<file path="src/rtl/pipe_stage_reg.sv">
`default_nettype none
// ============================================================================
// Module      : pipe_stage_reg
// Description : Valid/ready pipeline stage register carrying control bits,
//               NUM_DATA data fields and a destination-register index.
//               SKID=1 : 2-entry skid buffer, in_ready comes from a flop.
//               SKID=0 : single register, in_ready is combinational.
// Ports       : clk, rst_n (async, active-low)
//               in_valid/in_ready, in_ctrl, in_data, in_rd  - upstream side
//               flush                                       - kill held entries
//               out_valid/out_ready, out_ctrl, out_data, out_rd - downstream
//               occupancy (0..2), stall_cnt (saturating back-pressure count)
// Revision    : 1.0 - initial release
// ============================================================================
module pipe_stage_reg #(
  parameter int DATA_W   = 32,
  parameter int NUM_DATA = 3,
  parameter int REG_W    = 5,
  parameter int CTRL_W   = 5,
  parameter int SKID     = 1
) (
  input  logic                       clk,
  input  logic                       rst_n,
  input  logic                       in_valid,
  output logic                       in_ready,
  input  logic [CTRL_W-1:0]          in_ctrl,
  input  logic [NUM_DATA*DATA_W-1:0] in_data,
  input  logic [REG_W-1:0]           in_rd,
  input  logic                       flush,
  output logic                       out_valid,
  input  logic                       out_ready,
  output logic [CTRL_W-1:0]          out_ctrl,
  output logic [NUM_DATA*DATA_W-1:0] out_data,
  output logic [REG_W-1:0]           out_rd,
  output logic [1:0]                 occupancy,
  output logic [15:0]                stall_cnt
);

  localparam int PAY_W = NUM_DATA * DATA_W;

  // Encoding doubles as the occupancy count.
  typedef enum logic [1:0] {
    EMPTY = 2'd0,
    ONE   = 2'd1,
    FULL  = 2'd2
  } state_t;

  state_t              state_q, state_d;
  logic [CTRL_W-1:0]   main_ctrl_q, main_ctrl_d, skid_ctrl_q, skid_ctrl_d;
  logic [PAY_W-1:0]    main_data_q, main_data_d, skid_data_q, skid_data_d;
  logic [REG_W-1:0]    main_rd_q,   main_rd_d,   skid_rd_q,   skid_rd_d;
  logic [15:0]         stall_q;
  logic                accept, drain;

  assign accept = in_valid & in_ready;
  assign drain  = out_valid & out_ready;

  // --------------------------------------------------------------------------
  // Next-state / datapath
  // --------------------------------------------------------------------------
  always_comb begin
    state_d     = state_q;
    main_ctrl_d = main_ctrl_q;
    main_data_d = main_data_q;
    main_rd_d   = main_rd_q;
    skid_ctrl_d = skid_ctrl_q;
    skid_data_d = skid_data_q;
    skid_rd_d   = skid_rd_q;
    unique case (state_q)
      EMPTY: begin
        if (accept) begin
          state_d     = ONE;
          main_ctrl_d = in_ctrl;
          main_data_d = in_data;
          main_rd_d   = in_rd;
        end
      end
      ONE: begin
        if (accept && drain) begin
          main_ctrl_d = in_ctrl;
          main_data_d = in_data;
          main_rd_d   = in_rd;
        end else if (accept) begin
          // Unreachable with SKID=0: in_ready there implies out_ready.
          state_d     = FULL;
          skid_ctrl_d = in_ctrl;
          skid_data_d = in_data;
          skid_rd_d   = in_rd;
        end else if (drain) begin
          state_d = EMPTY;
        end
      end
      FULL: begin
        if (drain) begin
          state_d     = ONE;
          main_ctrl_d = skid_ctrl_q;
          main_data_d = skid_data_q;
          main_rd_d   = skid_rd_q;
        end
      end
      default: state_d = EMPTY;
    endcase
    // Flush dominates any same-cycle accept; payload registers may go stale.
    if (flush) begin
      state_d = EMPTY;
    end
  end

  always_ff @(posedge clk or negedge rst_n) begin
    if (!rst_n) begin
      state_q     <= EMPTY;
      main_ctrl_q <= '0;
      main_data_q <= '0;
      main_rd_q   <= '0;
      skid_ctrl_q <= '0;
      skid_data_q <= '0;
      skid_rd_q   <= '0;
    end else begin
      state_q     <= state_d;
      main_ctrl_q <= main_ctrl_d;
      main_data_q <= main_data_d;
      main_rd_q   <= main_rd_d;
      skid_ctrl_q <= skid_ctrl_d;
      skid_data_q <= skid_data_d;
      skid_rd_q   <= skid_rd_d;
    end
  end

  // Back-pressure counter: keeps counting through flush, saturates at max.
  always_ff @(posedge clk or negedge rst_n) begin
    if (!rst_n) begin
      stall_q <= '0;
    end else if (out_valid && !out_ready && (stall_q != 16'hFFFF)) begin
      stall_q <= stall_q + 16'd1;
    end
  end

  // --------------------------------------------------------------------------
  // Upstream ready
  // --------------------------------------------------------------------------
  generate
    if (SKID != 0) begin : g_skid_rdy
      logic in_ready_q;
      // Resets to 1 and is gated by rst_n so the first edge after reset
      // release can already accept, while staying low during reset.
      always_ff @(posedge clk or negedge rst_n) begin
        if (!rst_n) begin
          in_ready_q <= 1'b1;
        end else begin
          in_ready_q <= (state_d != FULL);
        end
      end
      assign in_ready = in_ready_q & rst_n;
    end else begin : g_comb_rdy
      assign in_ready = rst_n & (!out_valid | out_ready);
    end
  endgenerate

  // --------------------------------------------------------------------------
  // Downstream payload
  // --------------------------------------------------------------------------
  assign out_valid = (state_q != EMPTY);
  // Bubbles must never carry write enables or branch bits.
  assign out_ctrl  = out_valid ? main_ctrl_q : '0;
  assign out_data  = main_data_q;
  assign out_rd    = main_rd_q;
  assign occupancy = state_q;
  assign stall_cnt = stall_q;

endmodule
`default_nettype wire

</file>
<file path="config.mk">
export PLATFORM = sky130hd
export DESIGN_NAME = pipe_stage_reg
export DESIGN_NICKNAME = d
export VERILOG_FILES = /design/src/rtl/pipe_stage_reg.sv
export SDC_FILE = /design/constraint.sdc
export NUM_CORES = 1
export LEC_CHECK = 0
export CORE_ASPECT_RATIO = 1.75
export CORE_MARGIN = 2
export CORE_UTILIZATION = 63
export DETAILED_ROUTE_END_ITERATION = 6
export DONT_BUFFER_PORTS = 1
export GPL_ROUTABILITY_DRIVEN = 0
export PLACE_DENSITY = 0.84
export SLEW_MARGIN = 5
export SYNTH_ARGS = -nofsm -noshare
export SYNTH_HDL_FRONTEND = slang
export SYNTH_SLANG_ARGS = --single-unit
</file>
<file path="constraint.sdc">
create_clock -name clk -period 2.4 [get_ports clk]
set_clock_uncertainty 0.05 [all_clocks]
set_input_delay 0.12 -clock clk [delete_from_list [all_inputs] [get_ports clk]]
set_output_delay 0.12 -clock clk [all_outputs]
set_load 0.03 [all_outputs]
</file>
==> metrics.md, run 1 <==
| Metric | Value |
|---|---|
| Layout cell share with drive strength beyond 1 | `roughly 16%` |
| Slew of the pin with the lowest slew margin | `just under 0.7 ns` |
| CTS resizes | `0` |
| Port Buf Inserts | `0` |
| Fmax | `471 MHz` |
| Worst path depth | `4` |
| Final Setup Violations | `0` |
| Clk root buf | `clkbuf_16` |
| Post-Syn Nets | `slightly above 1,000` |
| Clock Tree Buf Depth | `3` |
| Final ANT Viol Nets | `0` |
| Die area | `between 0.015 and 0.02 mm²` |
| Worst Path Required | `2.23 ns` |
| Setup crit start kind | `flop` |
| Pre-antenna DRT Iters | `5` |
| Num CTS Buffers | `21` |
| Critical path endpoint category | `output pin` |
| Clock Sink Count | `around 230` |
| CP top delay family | `simple AND/OR/NAND/NOR gates` |
| CTS tree | `built` |
| Final Non-Filler Cells | `1,187` |
| CTS Hold Bufs | `109` |
| Crit-path cells | `buf_4, nor2_1, nor2b_1, buf_4` |
| Count of cell types in the netlist | `36` |
| WL final | `23,800 µm` |
| Post-DP HPWL | `between 10,000 and 15,000 µm` |
| Reg2reg path depth | `5` |
| Core Area | `between 0.015 and 0.02 mm²` |
| Busiest grt layer | `met2` |
| Kind of critical path | `flop to output pin` |
| Slowest Stage Delay on Critical Path | `about 0.53 ns` |
| Yosys synthesis warning count | `0` |
| Crit path top cell by count | `buf_4` |
| CP arrival | `roughly 2.0 ns` |
| Layout Utilization | `76.3%` |
| TNS Setup | `0 ns` |
| Power Dens Cells | `914 mW/mm²` |
| Min Hold Slack | `-0.726 ns` |
| Grt met1 use | `between 30% and 40%` |
| Routed wire per std cell | `~20 µm` |
| I/O pins | `237` |
| # Post-CTS Setup Buffers | `0` |
| First-pass GRT wire length | `roughly 38,000 µm` |
| GRT Util Overall | `approximately 28%` |
| Filler instances | `between 800 and 900` |
| Worst Hold Class | `input port to asynchronous set/reset pin` |
| Mapped cell area | `0.00984 mm²` |
| Failing checks | `negative hold slack` |
| M2 GR Usage | `between 40% and 50%` |
| Fin crit period | `2.12 ns` |
| Max-Cap Viols | `0` |
| CP max stage cell | `nor2_1` |
| Die width | `98.5 µm` |
| Worst-Skew Late Latency | `about 0.48 ns` |
| Syn_area_per_cell | `~11 µm²` |
| Final Net Count | `1,096` |
| Post-DR vias/cell | `about 6` |
| Antenna violations before repair | `3` |
| Seq cells post-synth | `roughly 230` |
| Status | `finished with violations` |
| Vias in the first global route | `7,483` |
| Max-slew violations | `0` |
| Num rows | `60` |
| Drt drc | `0` |
| Die Span Y | `169 µm` |
| Area growth from synthesis to layout | `18.7%` |
| H-tree depth | `1` |
| Largest net degree at the start of global routing | `between 200 and 250` |
| Cells after synthesis | `approximately 890` |
| Initial drt markers | `382` |
| LEAKAGE | `5.13 nW` |
| Sequential area share after synthesis | `58.8%` |
| Peak VDD IR | `between 0.9 and 1 mV` |
| Vias | `7,100` |
| Critical path buffer and inverter count | `2` |
| Fin. Hold Viols | `between 200 and 250` |
| Unrepaired setup endpoints after global routing | `no` |
| Fin crit share | `around nine tenths` |
| Met3 Use GR | `6.01%` |
| Global route overflow | `0` |
| Clk slew on worst S/H paths | `approximately 0.070 ns` |
| Relative slew margins | `between 50% and 60%` |
| Inst Count DP | `1,038` |
| Initial Util | `64.2%` |
| Crit Path Max Fanout | `8` |
area by class of cell:
cell class | instances | area (µm²) | share of cell area (%)
sequential | 231 | 5780 | 49.5
multi-input combinational | 599 | 3700 | 31.7
timing repair buffer | 128 | 1310 | 11.2
clock buffer | 32 | 607 | 5.20
tap | 186 | 233 | 1.99
clock inverter | 5 | 25.0 | 0.214
inverter | 3 | 11.3 | 0.0964
antenna | 3 | 7.51 | 0.0643
synth_stat cells:
cell	instances	area, µm²
o31ai_2	1	12.5
buf_6	2	22.5
mux2i_1	1	10.0
nand2_1	219	822
and4_1	3	26.3
dfstp_2	1	26.3
inv_1	3	11.3
nand3b_1	1	7.51
nor3_1	2	10.0
a31oi_1	106	663
nor2b_1	7	43.8
and3_1	1	6.26
nand3_1	7	35.0
mux2_2	67	754
clkbuf_1	24	90.1
nand4_1	6	37.5
a41oi_1	1	8.76
ha_1	1	12.5
a21oi_1	1	5.00
dfrtp_1	230	5760
xnor2_1	12	105
xor2_1	3	26.3
and2_1	1	6.26
o22a_1	1	8.76
nor2_1	111	417
a2111o_1	1	11.3
buf_2	24	120
and4b_1	1	10.0
o21bai_1	1	7.51
mux2_4	40	601
nand4b_1	1	8.76
buf_4	7	52.6
a211o_1	1	8.76
and2_4	1	8.76
nand2b_1	1	6.26
buf_12	4	80.1
worst reg2reg max path, delay by kind of cell, from the launching register on:
| family | cells | cell delay [ns] |
|---|---|---|
| AND/OR/NAND/NOR | 1 | 0.20 |
| flip-flops | 1 | 0.46 |
| buffers and inverters | 2 | 0.63 |
| AO/OA/AOI/OAI | 2 | 0.55 |
per-layer routing:
| metal | vias to the layer above | wire [µm] |
|---|---|---|
| li1 | 3214 | - |
| met1 | 3522 | 8730 |
| met2 | 290 | 12400 |
| met3 | 74 | 1650 |
| met4 | 0 | 1040 |
| met5 | - | 0 |
flip-flops by register name, indices dropped and copies added, names as in the netlist:
| signal | flops |
|---|---|
| stall_cnt | 16 |
| skid_data_q | 96 |
| occupancy | 2 |
| main_ctrl_q | 5 |
| skid_rd_q | 5 |
| g_skid_rdy.in_ready_q | 1 |
| skid_ctrl_q | 5 |
| out_rd | 5 |
| out_data | 96 |
final timing paths:
path | start | to | slack (ns)
setup / recovery | occupancy[0] | out_ctrl[0] | 0.28
max in group asynchronous | rst_n | g_skid_rdy.in_ready_q | 2.68
setup reg to reg | occupancy[1] | out_data[4] | 0.42
hold / removal | rst_n | out_data[44] | -0.73
hold reg to reg | skid_data_q[53] | skid_data_q[53] | 0.46
min in group clk | in_valid | g_skid_rdy.in_ready_q | 0.04
report_power, final:
group	total [mW]	internal [mW]	switching, mW
sequential	6.02	4.74	1.28
combinational	1.51	0.888	0.620
clock	3.14	1.74	1.39
total	10.7	7.37	3.30
metrics by stage:
stage | power, mW | worst slack, ns | hold slack [ns] | cell area (µm²)
6_report | 10.7 | 0.278 | -0.726 | 11700
2_1_floorplan | 6.96 | 0.373 | -0.226 | 9840
3_3_place_gp | 7.23 | 0.553 | -0.221 | 9950
5_1_grt | 11.1 | 0.263 | -0.753 | 11700
4_1_cts | 10.6 | 0.328 | -0.744 | 11700
3_5_place_dp | 7.35 | 0.464 | -0.221 | 9950
cell families after synthesis:
group                      synth area share, %
DFF                                       58.8
and+or+nand+nor                           14.7
xor gates and xnor gates                  1.34
muxes                                     13.9
adders and majority gates                0.127
buffers and inverters                     3.83
AOI/OAI and AO/OA                         7.38
cells in the final DEF, fill, tap and decap left out, drive strengths merged, types with 2 or more instances in the layout:
master	synthesis	routed
dfrtp	230	230
nand2	219	219
nor2	111	111
dlygate4sd3	0	109
mux2	107	107
a31oi	106	106
clkbuf	24	32
buf	37	19
xnor2	12	12
nand3	7	7
nor2b	7	7
nand4	6	6
clkinv	0	5
diode	0	3
inv	3	3
and4	3	3
xor2	3	3
nor3	2	2
and2	2	2
Power figures use the tool's default switching activity.
==> run 2: changes to the inputs <==
Settings changed: CELL_PAD_IN_SITES_DETAIL_PLACEMENT set to 2, CELL_PAD_IN_SITES_GLOBAL_PLACEMENT set to 2, CORE_UTILIZATION 63 to 40.
==> run 2 against run 1 <==
The flow still finishes with violations (negative hold slack); combinational power is 11% higher; flip-flop and latch count stayed put; global-route usage is 3.5 points lower; final cell count is 11% higher; critical path type unchanged; non-clock buffer count is 6 higher; highest routed layer unchanged; register-to-register slack worse by 0.13 ns.
==> metrics.md, run 2 (synthesized netlist as in run 1, its figures left out) <==
| Metric | Value |
|---|---|
| Status | `finished with violations` |
| Failing checks | `negative hold slack` |
| Min Hold Slack | `-0.736 ns (-0.0102 ns)` |
| Die Span Y | `211 µm (+25%)` |
| Clk slew on worst S/H paths | `0.06 ns (about the same)` |
| Most frequent cells in the layout | `dfrtp_1 (230), nand2_1 (219), nor2_1 (111)` |
| Reg2reg start | `g_skid_rdy.in_ready_q` |
| Setup crit start kind | `flop` |
| Area growth from synthesis to layout | `22.0%` |
| Critical path origin | `occupancy[1]` |
| Max-Cap Viols | `0 (unchanged)` |
| Die width | `123 µm (+24%)` |
| Power Dens Cells | `937 mW/mm² (+2.6%)` |
| H-tree depth | `1 (unchanged)` |
| Worst setup margin | `0.254 ns (-0.0238 ns)` |
| Crit Path Max Fanout | `9 (+1)` |
| Routed wire per std cell | `24.4 µm (+22%)` |
| Num rows | `76 (+27%)` |
| Final Net Count | `1,104 (+0.73%)` |
| Post-DR vias/cell | `5.55 (-7.2%)` |
| Clock Sink Count | `231 (unchanged)` |
| First-pass GRT wire length | `49,600 µm (+29%)` |
| Fin. Hold Viols | `231 (unchanged)` |
| Unrepaired setup endpoints after global routing | `no` |
| Commonest non-fill, non-tap cell in the layout | `dfrtp_1` |
| Global route overflow | `0 (unchanged)` |
| Layout cell share with drive strength beyond 1 | `16.8% (+0.67 points)` |
| Worst Path Required | `2.23 ns (about the same)` |
| Vias | `7,338 (+3.4%)` |
| Drt drc | `0 (unchanged)` |
| Setup Slack @ Placement | `0.374 ns (-0.0891 ns)` |
| Antenna violations before repair | `4 (+1)` |
| Vias in the first global route | `8,703 (+16%)` |
| Max-slew violations | `0 (unchanged)` |
| Kind of critical path | `flop to output pin` |
| Fin crit share | `89.4% (+0.99 points)` |
| Num CTS Buffers | `23 (+9.5%)` |
| Fin crit period | `2.15 ns (+0.0238 ns)` |
| Post-DP HPWL | `17,900 µm (+33%)` |
| Critical path endpoint category | `output pin` |
| CP arrival | `1.98 ns (+0.03 ns)` |
| Largest net degree at the start of global routing | `235 (unchanged)` |
| Clock Tree Buf Depth | `3 (unchanged)` |
| WL final | `32,300 µm (+36%)` |
| Final ANT Viol Nets | `0 (unchanged)` |
| CTS tree | `built` |
| Initial Util | `40.3% (-24 points)` |
| Slew of the pin with the lowest slew margin | `0.661 ns (-0.0134 ns)` |
| CTS resizes | `0 (unchanged)` |
| Reg2reg path depth | `6 (+1)` |
| Initial drt markers | `285 (-25%)` |
| Fmax | `466 MHz (-1.1%)` |
| Worst Hold Class | `input port to asynchronous set/reset pin` |
| GRT Util Overall | `24.8% (-3.5 points)` |
| Clk root buf | `clkbuf_16` |
| LEAKAGE | `5.21 nW (+1.5%)` |
| CTS Hold Bufs | `109 (unchanged)` |
| Relative slew margins | `55.8% (+0.89 points)` |
| I/O pins | `237 (unchanged)` |
| Core Area | `0.0244 mm² (+60%)` |
| Peak VDD IR | `0.586 mV (-39%)` |
| Die area | `0.0259 mm² (+55%)` |
| TNS Setup | `0 ns (unchanged)` |
| # Post-CTS Setup Buffers | `0 (unchanged)` |
| Worst-Skew Late Latency | `0.51 ns (+0.03 ns)` |
| Final Setup Violations | `0 (unchanged)` |
| Layout Utilization | `49.1% (-27 points)` |
| Port Buf Inserts | `0 (unchanged)` |
| Pre-antenna DRT Iters | `5 (unchanged)` |
[run 2: cell count changes in the layout (fill, tap and decap cells not counted), sizes merged]
cell,change
clkinv,-4
clkbuf,+5
buf,+6
diode,+1
clkinvlp,+1
[run 2: metrics by stage]
| stage | hold slack, ns | total power, mW | instances | instance area, µm² |
|---|---|---|---|---|
| 2_1_floorplan | -0.226 | 6.96 | 894 | 9840 |
| 3_3_place_gp | -0.221 | 7.29 | 1170 | 10200 |
| 3_5_place_dp | -0.220 | 7.47 | 1170 | 10200 |
| 4_1_cts | -0.776 | 11.2 | 1318 | 12000 |
| 5_1_grt | -0.766 | 11.7 | 1322 | 12000 |
| 6_report | -0.736 | 11.2 | 1322 | 12000 |
[run 2: final timing paths]
| check | endpoint | slack (ns) |
|---|---|---|
| max reg2reg | out_data[1] | 0.29 |
| max | out_ctrl[3] | 0.25 |
| min in group clk | g_skid_rdy.in_ready_q | 0.04 |
| min | skid_data_q[49] | -0.74 |
| max in group asynchronous | main_ctrl_q[4] | 2.74 |
| min reg2reg | skid_data_q[11] | 0.46 |
[run 2: critical path: stages, from the launching register on]
cell     delay, ns
dfrtp_1       0.38
buf_4         0.21
nor2_1        0.54
nor2b_1       0.13
buf_4         0.20
[run 2: per-layer routing]
| metal | part of all wire [%] | up-vias | track usage (%) |
|---|---|---|---|
| met5 | 0 | - | 0 |
| met4 | 3.6 | 0 | 9.59 |
| met3 | 5.0 | 72 | 5.01 |
| met2 | 56 | 220 | 47.4 |
| met1 | 35 | 3825 | 25.8 |
| li1 | - | 3221 | - |
[run 2: final cells by class]
| type | instances | area (µm²) |
|---|---|---|
| clock buffers | 37 | 698 |
| flip-flops and latches | 231 | 5780 |
| repair buffers | 134 | 1390 |
| diodes | 4 | 10.0 |
| fillers | 2396 | 12400 |
| well taps | 312 | 390 |
| multi-input cells | 599 | 3700 |
| clock inverters | 2 | 12.5 |
| inverters | 3 | 11.3 |
[run 2: power by group]
part           switching (mW)  internal, mW  total, mW  leakage, nW
clock                    1.54          1.98       3.52        0.346
sequential               1.32          4.74       6.06         2.75
combinational           0.757         0.910       1.67         2.11
==> run 3: changes to the inputs <==
Settings changed: ABC_AREA set to 1, CORE_UTILIZATION 40 to 37.
==> run 3 against run 2 <==
The run still ends with negative hold slack left; first-iteration DRC count rose by 33%; global-route usage shrank 0.50 points; final cell count rose by 30%; combinational power up 5%; total power is 1.5% lower; die area rose by 16%; via count rose by 22%; synthesized cell count increased by 38%; setup slack got worse by 0.057 ns; clock-buffer cell count unchanged; wire length is 13% higher.
==> metrics.md, run 3 <==
| Metric | Value |
|---|---|
| Status | `finished with violations` |
| Failing checks | `negative hold slack` |
| Clk root buf | `clkbuf_16` |
| Synth cell count leaders | `nand2_1 (411), dfrtp_1 (230), o21ai_0 (142)` |
| Fin crit share | `91.8% (+2.4 points)` |
| Post-DR vias/cell | `5.20 (-6.3%)` |
| CTS Hold Bufs | `110 (+0.92%)` |
| Critical path endpoint category | `flop` |
| Setup Slack @ Placement | `0.329 ns (-0.0450 ns)` |
| Num CTS Buffers | `23 (unchanged)` |
| Worst setup margin | `0.197 ns (-0.0571 ns)` |
| Worst Hold Class | `input port to asynchronous set/reset pin` |
| Main flop type after synthesis | `dfrtp_1` |
| Relative slew margins | `42.7% (-13 points)` |
| Power Total | `11.1 mW (-1.5%)` |
| H-tree depth | `1 (unchanged)` |
| Dominant cell type by area after synthesis | `dfrtp_1` |
| Fmax | `454 MHz (-2.6%)` |
| Kind of critical path | `flop to flop` |
| Adder and majority gate portion of the synthesized area | `0.118% (-0.0092 points)` |
| Clock Sink Count | `231 (unchanged)` |
| Mux cell area share after synthesis | `0% (-14 points)` |
| LEAKAGE | `6.38 nW (+22%)` |
| M2 GR Usage | `45.9% (-1.5 points)` |
| Sequential area share after synthesis | `54.5% (-4.2 points)` |
| Busiest grt layer | `met2` |
| Area growth from synthesis to layout | `19.4%` |
| Die Span Y | `228 µm (+7.8%)` |
| Combinational family with the most area after synthesis | `simple AND/OR/NAND/NOR gates` |
| Synth area leaders | `dfrtp_1 (54%), nand2_1 (15%), o21ai_0 (6.7%), o21ai_1 (4.9%), inv_1 (4.5%)` |
| TNS Setup | `0 ns (unchanged)` |
| Fin. Hold Viols | `231 (unchanged)` |
| Setup crit start kind | `flop` |
| WL final | `36,400 µm (+13%)` |
| Simple-Gate Fraction of Synth Area | `19.3% (+4.7 points)` |
| Min Hold Slack | `-0.754 ns (-0.0181 ns)` |
| Count of cell types in the netlist | `27 (-25%)` |
| Count leader, synth | `nand2_1` |
| Global route overflow | `0 (unchanged)` |
| Area share of the largest cell type after synthesis | `54.3% (-4.2 points)` |
| Post-DP HPWL | `19,600 µm (+9.9%)` |
| Async SR Flop Fraction | `100% (unchanged)` |
| Final Non-Filler Cells | `1,724 (+30%)` |
| Post-synthesis compound-gate area fraction | `15.2% (+7.8 points)` |
| Unrepaired setup endpoints after global routing | `no` |
| Cells after synthesis | `1,237 (+38%)` |
| Worst Path Required | `2.73 ns (+0.50 ns)` |
| Most frequent cells in the layout | `nand2_1 (411), dfrtp_1 (230), o21ai_0 (142)` |
| Vias in the first global route | `10,367 (+19%)` |
| Post-synth EDFFs | `0 (unchanged)` |
| Clk slew on worst S/H paths | `0.06 ns (about the same)` |
| Max-slew violations | `0 (unchanged)` |
| Vias | `8,963 (+22%)` |
| Fin crit period | `2.20 ns (+0.0571 ns)` |
| Initial Util | `37.3% (-2.9 points)` |
| Core Area | `0.0284 mm² (+16%)` |
| Num rows | `82 (+7.9%)` |
| Drt drc | `0 (unchanged)` |
| Syn_area_per_cell | `8.57 µm² (-22%)` |
| Post-synthesis xor/xnor area fraction | `0.661% (-0.67 points)` |
| Final Net Count | `1,438 (+30%)` |
| Post-Syn Nets | `1,349 (+34%)` |
| Largest net degree at the start of global routing | `234 (-0.43%)` |
| Met3 Use GR | `3.98% (-1.0 points)` |
| Layout cell share with drive strength beyond 1 | `11.0% (-5.8 points)` |
| Pre-antenna DRT Iters | `4 (-1)` |
| Commonest non-fill, non-tap cell in the layout | `nand2_1` |
| Inst Count DP | `1,569 (+34%)` |
| Crit Path Max Fanout | `66 (+57)` |
| CTS tree | `built` |
| Power Dens Cells | `874 mW/mm² (-6.7%)` |
| CP arrival | `2.53 ns (+0.55 ns)` |
| Filler instances | `3,086 (+29%)` |
| Port Buf Inserts | `0 (unchanged)` |
| Final Setup Violations | `0 (unchanged)` |
| I/O pins | `237 (unchanged)` |
| Worst-Skew Late Latency | `0.52 ns (about the same)` |
| Layout Utilization | `44.6% (-4.5 points)` |
| GRT Util Overall | `24.3% (-0.50 points)` |
| Yosys synthesis warning count | `0 (unchanged)` |
| Die width | `132 µm (+7.7%)` |
| Clock Tree Buf Depth | `3 (unchanged)` |
| Antenna violations before repair | `4 (unchanged)` |
| Slew of the pin with the lowest slew margin | `0.859 ns (+0.198 ns)` |
| Final ANT Viol Nets | `0 (unchanged)` |
| Seq cells post-synth | `231 (unchanged)` |
| Max-Cap Viols | `0 (unchanged)` |
| Grt met1 use | `25.9% (+0.10 points)` |
| First-pass GRT wire length | `58,700 µm (+18%)` |
| Mapped cell area | `0.0106 mm² (+7.8%)` |
| Peak VDD IR | `0.722 mV (+23%)` |
| Die area | `0.0301 mm² (+16%)` |
| Routed wire per std cell | `21.1 µm (-13%)` |
| Initial drt markers | `380 (+33%)` |
[run 3: cell count changes after synthesis, sizes merged, moves of 7 or more]
cell	delta
mux2	-107
nand2	+197
clkbuf	-17
xnor2	-12
inv	+127
buf	+29
o21ai	+246
a31oi	-106
nor2	-47
nand3	+11
nor2b	-7
a21oi	+39
[run 3: logic make-up (layout without fill, tap and decap cells)]
family | count (synthesis) | in the layout
other | 0 | 4
XOR/XNOR | 8 | 8
flip-flops | 231 | 231
AO/OA/AOI/OAI | 291 | 291
adder cells (fa/ha/maj) | 1 | 1
AND/OR/NAND/NOR | 503 | 503
buffers and inverters | 203 | 308
[run 3: worst max-delay path, cell delays in order (launching register included)]
cell           delay (ns)
dfrtp_1              0.38
buf_4                0.23
inv_2                0.10
nand2_2              0.09
nand2_1              0.11
nand3_4              0.13
buf_12               0.27
a21oi_1              0.11
dlygate4sd3_1        0.60
[run 3: metal layers]
layer	share of wire [%]	routed length, µm
met1	36	13300
met3	4.4	1590
met5	0	0
met2	54	19800
met4	4.8	1740
[run 3: worst paths after layout]
path                           startpoint              end  slack (ns)  cells past startpoint
setup / recovery             occupancy[0]     occupancy[0]        0.20                      8
hold / removal                      rst_n     out_data[66]       -0.75                      0
setup reg to reg             occupancy[0]     occupancy[0]        0.20                      8
hold reg to reg            skid_data_q[3]   skid_data_q[3]        0.44                      2
max in group asynchronous           rst_n  skid_data_q[95]        2.33                      0
min in group clk                out_ready  skid_data_q[53]        0.09                      3
[run 3: repair_timing]
| action | in CTS | in global routing |
|---|---|---|
| setup buffers | 0 | 0 |
| gates resized for setup | 0 | 0 |
| hold endpoints to repair | 447 | 231 |
[run 3: per-stage QoR]
| stage | area (µm²) | hold slack [ns] |
|---|---|---|
| floorplan | 10600 | -0.226 |
| global placement | 10800 | -0.221 |
| detailed placement | 10800 | -0.223 |
| CTS | 12700 | -0.788 |
| global route | 12700 | -0.779 |
| finish | 12700 | -0.754 |
[run 3: report_power, final]
group	switching, mW	leakage (nW)	internal, mW
Combinational	1.09	3.19	0.671
Sequential	1.07	2.83	4.63
Clock	1.57	0.357	2.04
Total	3.73	6.38	7.34
[run 3: area by class of cell]
class	instances	area [µm²]	share of cell area, %
antenna	4	10.0	0.0790
clock buffer	37	678	5.36
clock inverter	4	48.8	0.385
inverter	130	488	3.85
multi-input combinational	803	3780	29.8
sequential	231	5780	45.7
tap	378	473	3.73
timing repair buffer	137	1400	11.1
